$ cat config.mk
export PLATFORM = sky130hd
export DESIGN_NAME = openddr_addr_encoder_flat
export DESIGN_NICKNAME = d
export VERILOG_FILES = /design/src/rtl/openddr_pkg.sv /design/src/rtl/openddr_addr_encoder_if.sv /design/src/rtl/openddr_addr_pack.sv /design/src/rtl/openddr_addr_encoder.sv /design/src/flat_wrapper.sv
export SDC_FILE = /design/constraint.sdc
export NUM_CORES = 1
export LEC_CHECK = 0
export ABC_AREA = 0
export CORE_MARGIN = 8
export CORE_UTILIZATION = 48
export DETAILED_ROUTE_END_ITERATION = 6
export PLACE_DENSITY = 0.94
export SYNTH_ARGS = -nofsm -noshare
export SYNTH_HDL_FRONTEND = slang
export SYNTH_SLANG_ARGS = --single-unit
$ cat constraint.sdc
create_clock -name clk -period 4.7 [get_ports clk]
set_clock_uncertainty 0.05 [all_clocks]
set_input_delay 0.94 -clock clk [delete_from_list [all_inputs] [get_ports clk]]
set_output_delay 0.94 -clock clk [all_outputs]
set_load 0.005 [all_outputs]
$ cat src/rtl/openddr_pkg.sv
// openddr_pkg: shared widths, address-mapping offsets, encoder state and
// completed-command record for the OpenDDR response-path blocks.
package openddr_pkg;

  localparam int ODDR_ADDR_WIDTH = 40;
  localparam int ODDR_BANK_WIDTH = 3;
  localparam int ODDR_ROW_WIDTH  = 16;
  localparam int ODDR_COL_WIDTH  = 10;
  localparam int ODDR_LEN_WIDTH  = 4;
  localparam int ODDR_ID_WIDTH   = 8;

  // Columns are 8-byte units, so the column field starts at byte-address bit 3.
  localparam int ODDR_COL_OFFSET = 3;

  // Bank field sits directly above the column field.
  function automatic int oddr_bank_offset(input int col_width);
    return ODDR_COL_OFFSET + col_width;
  endfunction

  // Row field sits directly above the bank field.
  function automatic int oddr_row_offset(input int col_width, input int bank_width);
    return oddr_bank_offset(col_width) + bank_width;
  endfunction

  typedef enum logic {ENC_IDLE, ENC_BURST} enc_state_t;

  typedef struct packed {
    logic [ODDR_BANK_WIDTH-1:0] bank;
    logic [ODDR_ROW_WIDTH-1:0]  row;
    logic [ODDR_COL_WIDTH-1:0]  col;
    logic [ODDR_LEN_WIDTH-1:0]  len;
    logic [ODDR_ID_WIDTH-1:0]   id;
  } ddr_cmd_cpl_t;

endpackage

$ cat src/rtl/openddr_addr_encoder_if.sv
// openddr_addr_encoder_if: command-in and beat-out channels of the burst
// address encoder.
//
// Handshake rule (both channels): a transfer happens on a rising clk edge
// where valid and ready are both 1. Once valid is raised the payload must
// hold steady until that transfer; ready may change freely. The encoder's
// in_ready never depends on in_valid.
interface openddr_addr_encoder_if
  import openddr_pkg::*;
#(
  parameter int ADDR_WIDTH = ODDR_ADDR_WIDTH,
  parameter int BANK_WIDTH = ODDR_BANK_WIDTH,
  parameter int ROW_WIDTH  = ODDR_ROW_WIDTH,
  parameter int COL_WIDTH  = ODDR_COL_WIDTH,
  parameter int LEN_WIDTH  = ODDR_LEN_WIDTH,
  parameter int ID_WIDTH   = ODDR_ID_WIDTH
);

  logic                  in_valid;
  logic                  in_ready;
  logic [BANK_WIDTH-1:0] in_bank;
  logic [ROW_WIDTH-1:0]  in_row;
  logic [COL_WIDTH-1:0]  in_col;
  logic [LEN_WIDTH-1:0]  in_len;
  logic [ID_WIDTH-1:0]   in_id;

  logic                  out_valid;
  logic                  out_ready;
  logic [ADDR_WIDTH-1:0] out_addr;
  logic [ID_WIDTH-1:0]   out_id;
  logic                  out_last;
  logic                  out_err;

  // Scheduler side: issues commands, consumes beats.
  modport master (
    output in_valid, in_bank, in_row, in_col, in_len, in_id, out_ready,
    input  in_ready, out_valid, out_addr, out_id, out_last, out_err
  );

  // Encoder side.
  modport slave (
    input  in_valid, in_bank, in_row, in_col, in_len, in_id, out_ready,
    output in_ready, out_valid, out_addr, out_id, out_last, out_err
  );

endinterface

$ cat src/rtl/openddr_addr_pack.sv
// openddr_addr_pack: combinational {row, bank, col} to AXI byte address
// packer. Bits above the row field are zero.
module openddr_addr_pack
  import openddr_pkg::*;
#(
  parameter int ADDR_WIDTH = ODDR_ADDR_WIDTH,
  parameter int BANK_WIDTH = ODDR_BANK_WIDTH,
  parameter int ROW_WIDTH  = ODDR_ROW_WIDTH,
  parameter int COL_WIDTH  = ODDR_COL_WIDTH
) (
  input  logic [ROW_WIDTH-1:0]  i_row,
  input  logic [BANK_WIDTH-1:0] i_bank,
  input  logic [COL_WIDTH-1:0]  i_col,
  output logic [ADDR_WIDTH-1:0] o_addr
);

  localparam int BANK_OFFSET = oddr_bank_offset(COL_WIDTH);
  localparam int ROW_OFFSET  = oddr_row_offset(COL_WIDTH, BANK_WIDTH);

  // The mapped fields must fit inside the AXI address.
  if (ROW_OFFSET + ROW_WIDTH > ADDR_WIDTH) begin : g_map_too_wide
    $error("openddr_addr_pack: row field exceeds ADDR_WIDTH");
  end

  // Place each field at its fixed offset; everything else is zero.
  always_comb begin
    o_addr = '0;
    o_addr[ODDR_COL_OFFSET +: COL_WIDTH] = i_col;
    o_addr[BANK_OFFSET +: BANK_WIDTH]    = i_bank;
    o_addr[ROW_OFFSET +: ROW_WIDTH]      = i_row;
  end

endmodule

$ cat src/rtl/openddr_addr_encoder.sv
// openddr_addr_encoder: rebuilds the AXI byte address of every data beat of
// a completed DDR column command, one beat per output handshake.
// Optional feature macro: OPENDDR_ADDR_ENC_WRAP_EN selects wrap-burst column
// ordering for power-of-two burst lengths.
module openddr_addr_encoder
  import openddr_pkg::*;
#(
  parameter int ADDR_WIDTH = ODDR_ADDR_WIDTH,
  parameter int BANK_WIDTH = ODDR_BANK_WIDTH,
  parameter int ROW_WIDTH  = ODDR_ROW_WIDTH,
  parameter int COL_WIDTH  = ODDR_COL_WIDTH,
  parameter int LEN_WIDTH  = ODDR_LEN_WIDTH,
  parameter int ID_WIDTH   = ODDR_ID_WIDTH
) (
  input  logic       clk,
  input  logic       rst,
  openddr_addr_encoder_if.slave bus,
  output enc_state_t o_dbg_state
);

  enc_state_t r_state;
  enc_state_t w_state_nxt;

  // Latched command; r_col is the burst's starting column.
  logic [BANK_WIDTH-1:0] r_bank;
  logic [ROW_WIDTH-1:0]  r_row;
  logic [COL_WIDTH-1:0]  r_col;
  logic [LEN_WIDTH-1:0]  r_len;
  logic [ID_WIDTH-1:0]   r_id;
  logic [LEN_WIDTH-1:0]  r_beat;

  logic [ADDR_WIDTH-1:0] r_out_addr;
  logic [ID_WIDTH-1:0]   r_out_id;
  logic                  r_out_last;
  logic                  r_out_err;

  logic w_out_valid;
  logic w_in_ready;
  logic w_load;
  logic w_adv;
  logic w_end;

  // Parameters of the beat that will be presented after the next edge.
  logic [BANK_WIDTH-1:0] w_src_bank;
  logic [ROW_WIDTH-1:0]  w_src_row;
  logic [COL_WIDTH-1:0]  w_src_col;
  logic [LEN_WIDTH-1:0]  w_src_len;
  logic [ID_WIDTH-1:0]   w_src_id;
  logic [LEN_WIDTH-1:0]  w_k;
  logic [COL_WIDTH:0]    w_lin;
  logic [COL_WIDTH-1:0]  w_col;
  logic                  w_err;
  logic                  w_last;
  logic [ADDR_WIDTH-1:0] w_addr;

  assign w_out_valid = (r_state == ENC_BURST);
  assign w_end       = w_out_valid & bus.out_ready & r_out_last;
  assign w_adv       = w_out_valid & bus.out_ready & ~r_out_last;
  // Accept a new command when idle or while the last beat leaves, so
  // back-to-back bursts have no bubble.
  assign w_in_ready  = ~rst & ((r_state == ENC_IDLE) | w_end);
  assign w_load      = bus.in_valid & w_in_ready;

  // Next-state logic: IDLE -> BURST on a command; BURST ends on last beat.
  always_comb begin
    w_state_nxt = r_state;
    case (r_state)
      ENC_IDLE:  if (bus.in_valid) w_state_nxt = ENC_BURST;
      ENC_BURST: if (w_end) w_state_nxt = bus.in_valid ? ENC_BURST : ENC_IDLE;
      default:   w_state_nxt = ENC_IDLE;
    endcase
  end

  // State register.
  always_ff @(posedge clk) begin
    if (rst) r_state <= ENC_IDLE;
    else     r_state <= w_state_nxt;
  end

  // Select the command and beat index for the next presented beat.
  always_comb begin
    w_src_bank = r_bank;
    w_src_row  = r_row;
    w_src_col  = r_col;
    w_src_len  = r_len;
    w_src_id   = r_id;
    w_k        = r_beat + 1'b1;
    if (w_load) begin
      w_src_bank = bus.in_bank;
      w_src_row  = bus.in_row;
      w_src_col  = bus.in_col;
      w_src_len  = bus.in_len;
      w_src_id   = bus.in_id;
      w_k        = '0;
    end
  end

`ifdef OPENDDR_ADDR_ENC_WRAP_EN
  logic [LEN_WIDTH:0]   w_beats;
  logic                 w_pow2;
  logic [COL_WIDTH-1:0] w_mask;

  // Wrap ordering keeps power-of-two bursts inside their aligned block;
  // other lengths fall back to linear order and are flagged.
  always_comb begin
    w_lin   = (COL_WIDTH+1)'(w_src_col) + (COL_WIDTH+1)'(w_k);
    w_beats = (LEN_WIDTH+1)'(w_src_len) + (LEN_WIDTH+1)'(1);
    w_pow2  = ((w_beats & (w_beats - 1'b1)) == '0);
    w_mask  = COL_WIDTH'(w_src_len);
    w_col   = w_lin[COL_WIDTH-1:0];
    w_err   = 1'b1;
    if (w_pow2) begin
      w_col = (w_src_col & ~w_mask) | (w_lin[COL_WIDTH-1:0] & w_mask);
      w_err = 1'b0;
    end
    w_last = (w_k == w_src_len);
  end
`else
  // Linear ordering: the column wraps inside the row and the carry out of
  // the column field flags the beat as a row overflow.
  always_comb begin
    w_lin  = (COL_WIDTH+1)'(w_src_col) + (COL_WIDTH+1)'(w_k);
    w_col  = w_lin[COL_WIDTH-1:0];
    w_err  = w_lin[COL_WIDTH];
    w_last = (w_k == w_src_len);
  end
`endif

  openddr_addr_pack #(
    .ADDR_WIDTH (ADDR_WIDTH),
    .BANK_WIDTH (BANK_WIDTH),
    .ROW_WIDTH  (ROW_WIDTH),
    .COL_WIDTH  (COL_WIDTH)
  ) u_pack (
    .i_row  (w_src_row),
    .i_bank (w_src_bank),
    .i_col  (w_col),
    .o_addr (w_addr)
  );

  // Register the next beat on a load or an advancing handshake; a stall
  // leaves everything untouched so the presented beat holds.
  always_ff @(posedge clk) begin
    if (rst) begin
      r_bank     <= '0;
      r_row      <= '0;
      r_col      <= '0;
      r_len      <= '0;
      r_id       <= '0;
      r_beat     <= '0;
      r_out_addr <= '0;
      r_out_id   <= '0;
      r_out_last <= 1'b0;
      r_out_err  <= 1'b0;
    end else if (w_load || w_adv) begin
      if (w_load) begin
        r_bank <= bus.in_bank;
        r_row  <= bus.in_row;
        r_col  <= bus.in_col;
        r_len  <= bus.in_len;
        r_id   <= bus.in_id;
      end
      r_beat     <= w_k;
      r_out_addr <= w_addr;
      r_out_id   <= w_src_id;
      r_out_last <= w_last;
      r_out_err  <= w_err;
    end
  end

  assign bus.in_ready  = w_in_ready;
  assign bus.out_valid = w_out_valid;
  assign bus.out_addr  = r_out_addr;
  assign bus.out_id    = r_out_id;
  assign bus.out_last  = r_out_last;
  assign bus.out_err   = r_out_err;
  assign o_dbg_state   = r_state;

endmodule

$ cat src/flat_wrapper.sv
// flat-port wrapper written by rule: the top's interface ports become plain ports
module openddr_addr_encoder_flat import openddr_pkg::*;
#(
  parameter int ADDR_WIDTH = ODDR_ADDR_WIDTH,
  parameter int BANK_WIDTH = ODDR_BANK_WIDTH,
  parameter int ROW_WIDTH  = ODDR_ROW_WIDTH,
  parameter int COL_WIDTH  = ODDR_COL_WIDTH,
  parameter int LEN_WIDTH  = ODDR_LEN_WIDTH,
  parameter int ID_WIDTH   = ODDR_ID_WIDTH
)
  (clk, rst, o_dbg_state, bus_in_valid, bus_in_bank, bus_in_row, bus_in_col, bus_in_len, bus_in_id, bus_out_ready, bus_in_ready, bus_out_valid, bus_out_addr, bus_out_id, bus_out_last, bus_out_err);
  openddr_addr_encoder_if #(.ADDR_WIDTH(ADDR_WIDTH), .BANK_WIDTH(BANK_WIDTH), .ROW_WIDTH(ROW_WIDTH), .COL_WIDTH(COL_WIDTH), .LEN_WIDTH(LEN_WIDTH), .ID_WIDTH(ID_WIDTH)) bus_i ();
  input  logic clk;
  input  logic rst;
  output enc_state_t o_dbg_state;
  input wire logic [$bits(bus_i.in_valid)-1:0] bus_in_valid;
  input wire logic [$bits(bus_i.in_bank)-1:0] bus_in_bank;
  input wire logic [$bits(bus_i.in_row)-1:0] bus_in_row;
  input wire logic [$bits(bus_i.in_col)-1:0] bus_in_col;
  input wire logic [$bits(bus_i.in_len)-1:0] bus_in_len;
  input wire logic [$bits(bus_i.in_id)-1:0] bus_in_id;
  input wire logic [$bits(bus_i.out_ready)-1:0] bus_out_ready;
  output wire logic [$bits(bus_i.in_ready)-1:0] bus_in_ready;
  output wire logic [$bits(bus_i.out_valid)-1:0] bus_out_valid;
  output wire logic [$bits(bus_i.out_addr)-1:0] bus_out_addr;
  output wire logic [$bits(bus_i.out_id)-1:0] bus_out_id;
  output wire logic [$bits(bus_i.out_last)-1:0] bus_out_last;
  output wire logic [$bits(bus_i.out_err)-1:0] bus_out_err;
  assign bus_i.in_valid = bus_in_valid;
  assign bus_i.in_bank = bus_in_bank;
  assign bus_i.in_row = bus_in_row;
  assign bus_i.in_col = bus_in_col;
  assign bus_i.in_len = bus_in_len;
  assign bus_i.in_id = bus_in_id;
  assign bus_i.out_ready = bus_out_ready;
  assign bus_in_ready = bus_i.in_ready;
  assign bus_out_valid = bus_i.out_valid;
  assign bus_out_addr = bus_i.out_addr;
  assign bus_out_id = bus_i.out_id;
  assign bus_out_last = bus_i.out_last;
  assign bus_out_err = bus_i.out_err;
  openddr_addr_encoder #(.ADDR_WIDTH(ADDR_WIDTH), .BANK_WIDTH(BANK_WIDTH), .ROW_WIDTH(ROW_WIDTH), .COL_WIDTH(COL_WIDTH), .LEN_WIDTH(LEN_WIDTH), .ID_WIDTH(ID_WIDTH)) u_core (.clk(clk), .rst(rst), .bus(bus_i), .o_dbg_state(o_dbg_state));
endmodule
==> qor.yml <==
timing:
  tns_ns: 0
  tightest_slew_ns: 0.6002
  final-setup-viol-count: 0
  fin_hold_ws_ns: 0.4063
  slew_headroom: 0.5993
  fmax_ghz: 0.2730
  rsz0062_at_grt: "no"
  min_period_over_period: 0.7794
  period_needed_ns: 3.663
  finalHoldViolations: 0
  slew_violations: 0
routing:
  wire_per_inst_microns: 14.49
  vias: 2425
  antenna_left: 0
  dr.pass1.iters: 4
  routed_wl_microns: 6856
  drtIter0Drc: 96
  vias_per_cell: 5.127
  route.detailed.drc: 0
logic_synthesis:
  ys_top_cells_by_area: "dfxtp_1 (44%), nand2_1 (10%), o21ai_0 (6.6%)"
  synth_seq_cells: 58
  syn_area_sq_mm: 0.002640
  synth_top_area_share: 0.4398
  async_reset_ff_frac: 0
  synth_edf_count: 0
  synthCells: 313
  synth_top_cell_by_area: "dfxtp_1"
  yosysSeqAreaShare: 0.4398
  ys.flop_type: "dfxtp_1"
  yosysUniqueCellTypes: 47
  avgSynthCellArea_sq_um: 8.435
  yosys_warnings: 0
grt:
  grt_pass1_vias: 2516
  track_usage: 0.1729
  grt_overflow_total: 0
  grt_pass1_wl_microns: 11760
  grt_max_degree: 39
  antenna_found_initial: 0
min_path:
  hp-class: "flip-flop to flip-flop"
  min_to: "u_core.bus.out_err$_SDFFE_PP0P_"
  min_path_cells: 2
  holdCritStartpoint: "u_core.bus.out_err$_SDFFE_PP0P_"
place:
  gp_congestion: 0.9258
  numPortBuffers: 86
  placed_cells: 457
  hpwl_microns: 5043
pwr:
  ir_drop_uv: 242.3
  pwr_density_cell_mw_per_mm2: 334.8
  power.leakage_nw: 1.447
critical_path:
  cp_top_family: "compound AO/OA/AOI/OAI gates"
  worst-path-buf-inv: 2
  worstSetupStartpointType: "input port"
  regToRegSetupSlack_ns: 1.78
  r2r_cells: 9
  r2r-start: "u_core.bus.out_last$_SDFFE_PP0P_"
  critPathCaptureType: "flip-flop"
  slowest_delay_ns: 0.60
  crit_fanout: 38
  arrival_ns: 3.84
  startpoint: "bus_out_ready"
  critPathSlowestCell: "clkdlybuf4s50_1"
  crit_chain: "clkdlybuf4s50_1 > a21boi_4 > nor2_4 > buf_4 > nor2b_1 > ha_1 > a211o_1 > a21oi_1 > o21ai_0 > a32o_1"
  crit_type: "input port to flip-flop"
  r2r_end: "u_core.bus.out_addr[10]$_SDFFE_PP0P_"
  worst_ep_required_time_ns: 4.87
final_layout:
  antenna_cells: 0
  nets: 447
  mostFrequentLayoutCells: "clkdlybuf4s50_1 (86), nand2_1 (73), dfxtp_1 (58), o21ai_0 (35), nor2_1 (19)"
  final_cells: 473
  areaGrowthSynthToFinish_pct: 41.00
  drive_above_1_share: 0.07481
  final_common_cell: "clkdlybuf4s50_1"
die:
  start_util: 0.4884
  die_x_microns: 90.16
  num_rows: 27
  pin_count: 98
  die-area_sq_mm: 0.008129
  die_h_microns: 90.16
  core-area_sq_mm: 0.005405
cts:
  clock_sinks: 58
  post_cts_buffers: 0
  cts_buffers: 9
  cts.clk_slew.worst_paths_ns: 0.07
  ctsResizeCount: 0
  tritoncts: "built"
  cts_root_buffer: "clkbuf_8"
  htreeDepth: 3
  worstSkewPairLatency_ns: 0.33
  postCtsHoldBufs: 0
  cts.path.max_buffers: 2
run:
  cap_violations: 0
run_status:
  status: "finished clean"
[metal layers]
layer | GRT usage | wire length (microns) | vias to the layer above
li1 | - | - | 1202
met1 | 0.1948 | 2906 | 1121
met2 | 0.2914 | 3396 | 95
met3 | 0.06068 | 492 | 7
met4 | 0.06796 | 61 | 0
met5 | 0 | 0 | -
[tightest hold or removal path, stage by stage, from the launching register on]
cell	delay (ns)
dfxtp_1	0.31
nand2_1	0.05
a21oi_1	0.05
[stage by stage]
step | instance area, sq um | worst slack, ns | util | total power, mW
6_report | 3722 | 1.037 | 0.6887 | 1.246
5_1_grt | 3722 | 0.8457 | 0.6887 | 1.304
4_1_cts | 3722 | 1.057 | 0.6887 | 1.259
3_5_place_dp | 3493 | 0.7698 | 0.6463 | 0.7384
3_3_place_gp | 3493 | 0.8891 | 0.6463 | 0.7328
2_1_floorplan | 2678 | 1.401 | - | 0.6380
[flip-flops by register name (all words and copies together) (netlist names)]
signal,count
u_core.bus.out_addr,11
u_core.bus.out_err,1
u_core.r_bank,2
u_core.bus.out_id,8
u_core.bus.out_last,1
u_core.r_row,16
u_core.r_col,10
u_core.r_beat,4
u_core.r_len,4
u_core.bus.out_valid,1
[cell families after synthesis]
kind of cell,synth area share
AND/OR/NAND/NOR,0.2109
AO/OA/AOI/OAI,0.1550
flip-flops,0.4398
buffers and inverters,0.06540
multiplexers,0.05972
XOR/XNOR,0.03650
adder cells (fa/ha/maj),0.03128
other,0.001420
[worst max path at each step]
stage,end,slack (ns),cells past startpoint
floorplan,u_core.bus.out_addr[11]$_SDFFE_PP0P_,1.40,14
global placement,u_core.bus.out_addr[10]$_SDFFE_PP0P_,0.89,10
detailed placement,u_core.bus.out_addr[10]$_SDFFE_PP0P_,0.77,10
CTS,u_core.bus.out_addr[10]$_SDFFE_PP0P_,1.06,10
global route,u_core.bus.out_addr[10]$_SDFFE_PP0P_,0.85,10
finish,u_core.bus.out_addr[10]$_SDFFE_PP0P_,1.04,10
[synthesized netlist by cell type (2+ instances only)]
library cell,n
nor2b_1,2
a21oi_1,13
clkbuf_1,8
buf_2,6
a211oi_1,2
xnor2_1,3
nand2_1,73
o21a_1,2
nor3_1,3
xor2_1,8
nor2_1,19
and4_1,2
o211ai_1,4
nand4_1,2
mux2i_1,9
ha_1,5
mux2_2,6
a21boi_0,2
and2_1,6
nand3_1,8
o21ai_0,35
a211o_1,2
buf_4,12
dfxtp_1,58
[cell type report]
cell class	instances	area, sq um
clock buffer	12	155.1
clock inverter	4	73.82
fill	415	1683
inverter	2	7.507
multi-input combinational	235	1344
sequential	58	1161
tap	72	90.09
timing repair buffer	90	890.9
[power breakdown]
| group | switching, mW | internal, mW | total (mW) |
|---|---|---|---|
| clock | 0.190 | 0.328 | 0.518 |
| sequential | 0.0174 | 0.521 | 0.539 |
| combinational | 0.0818 | 0.108 | 0.190 |
Power figures use the tool's default switching activity.
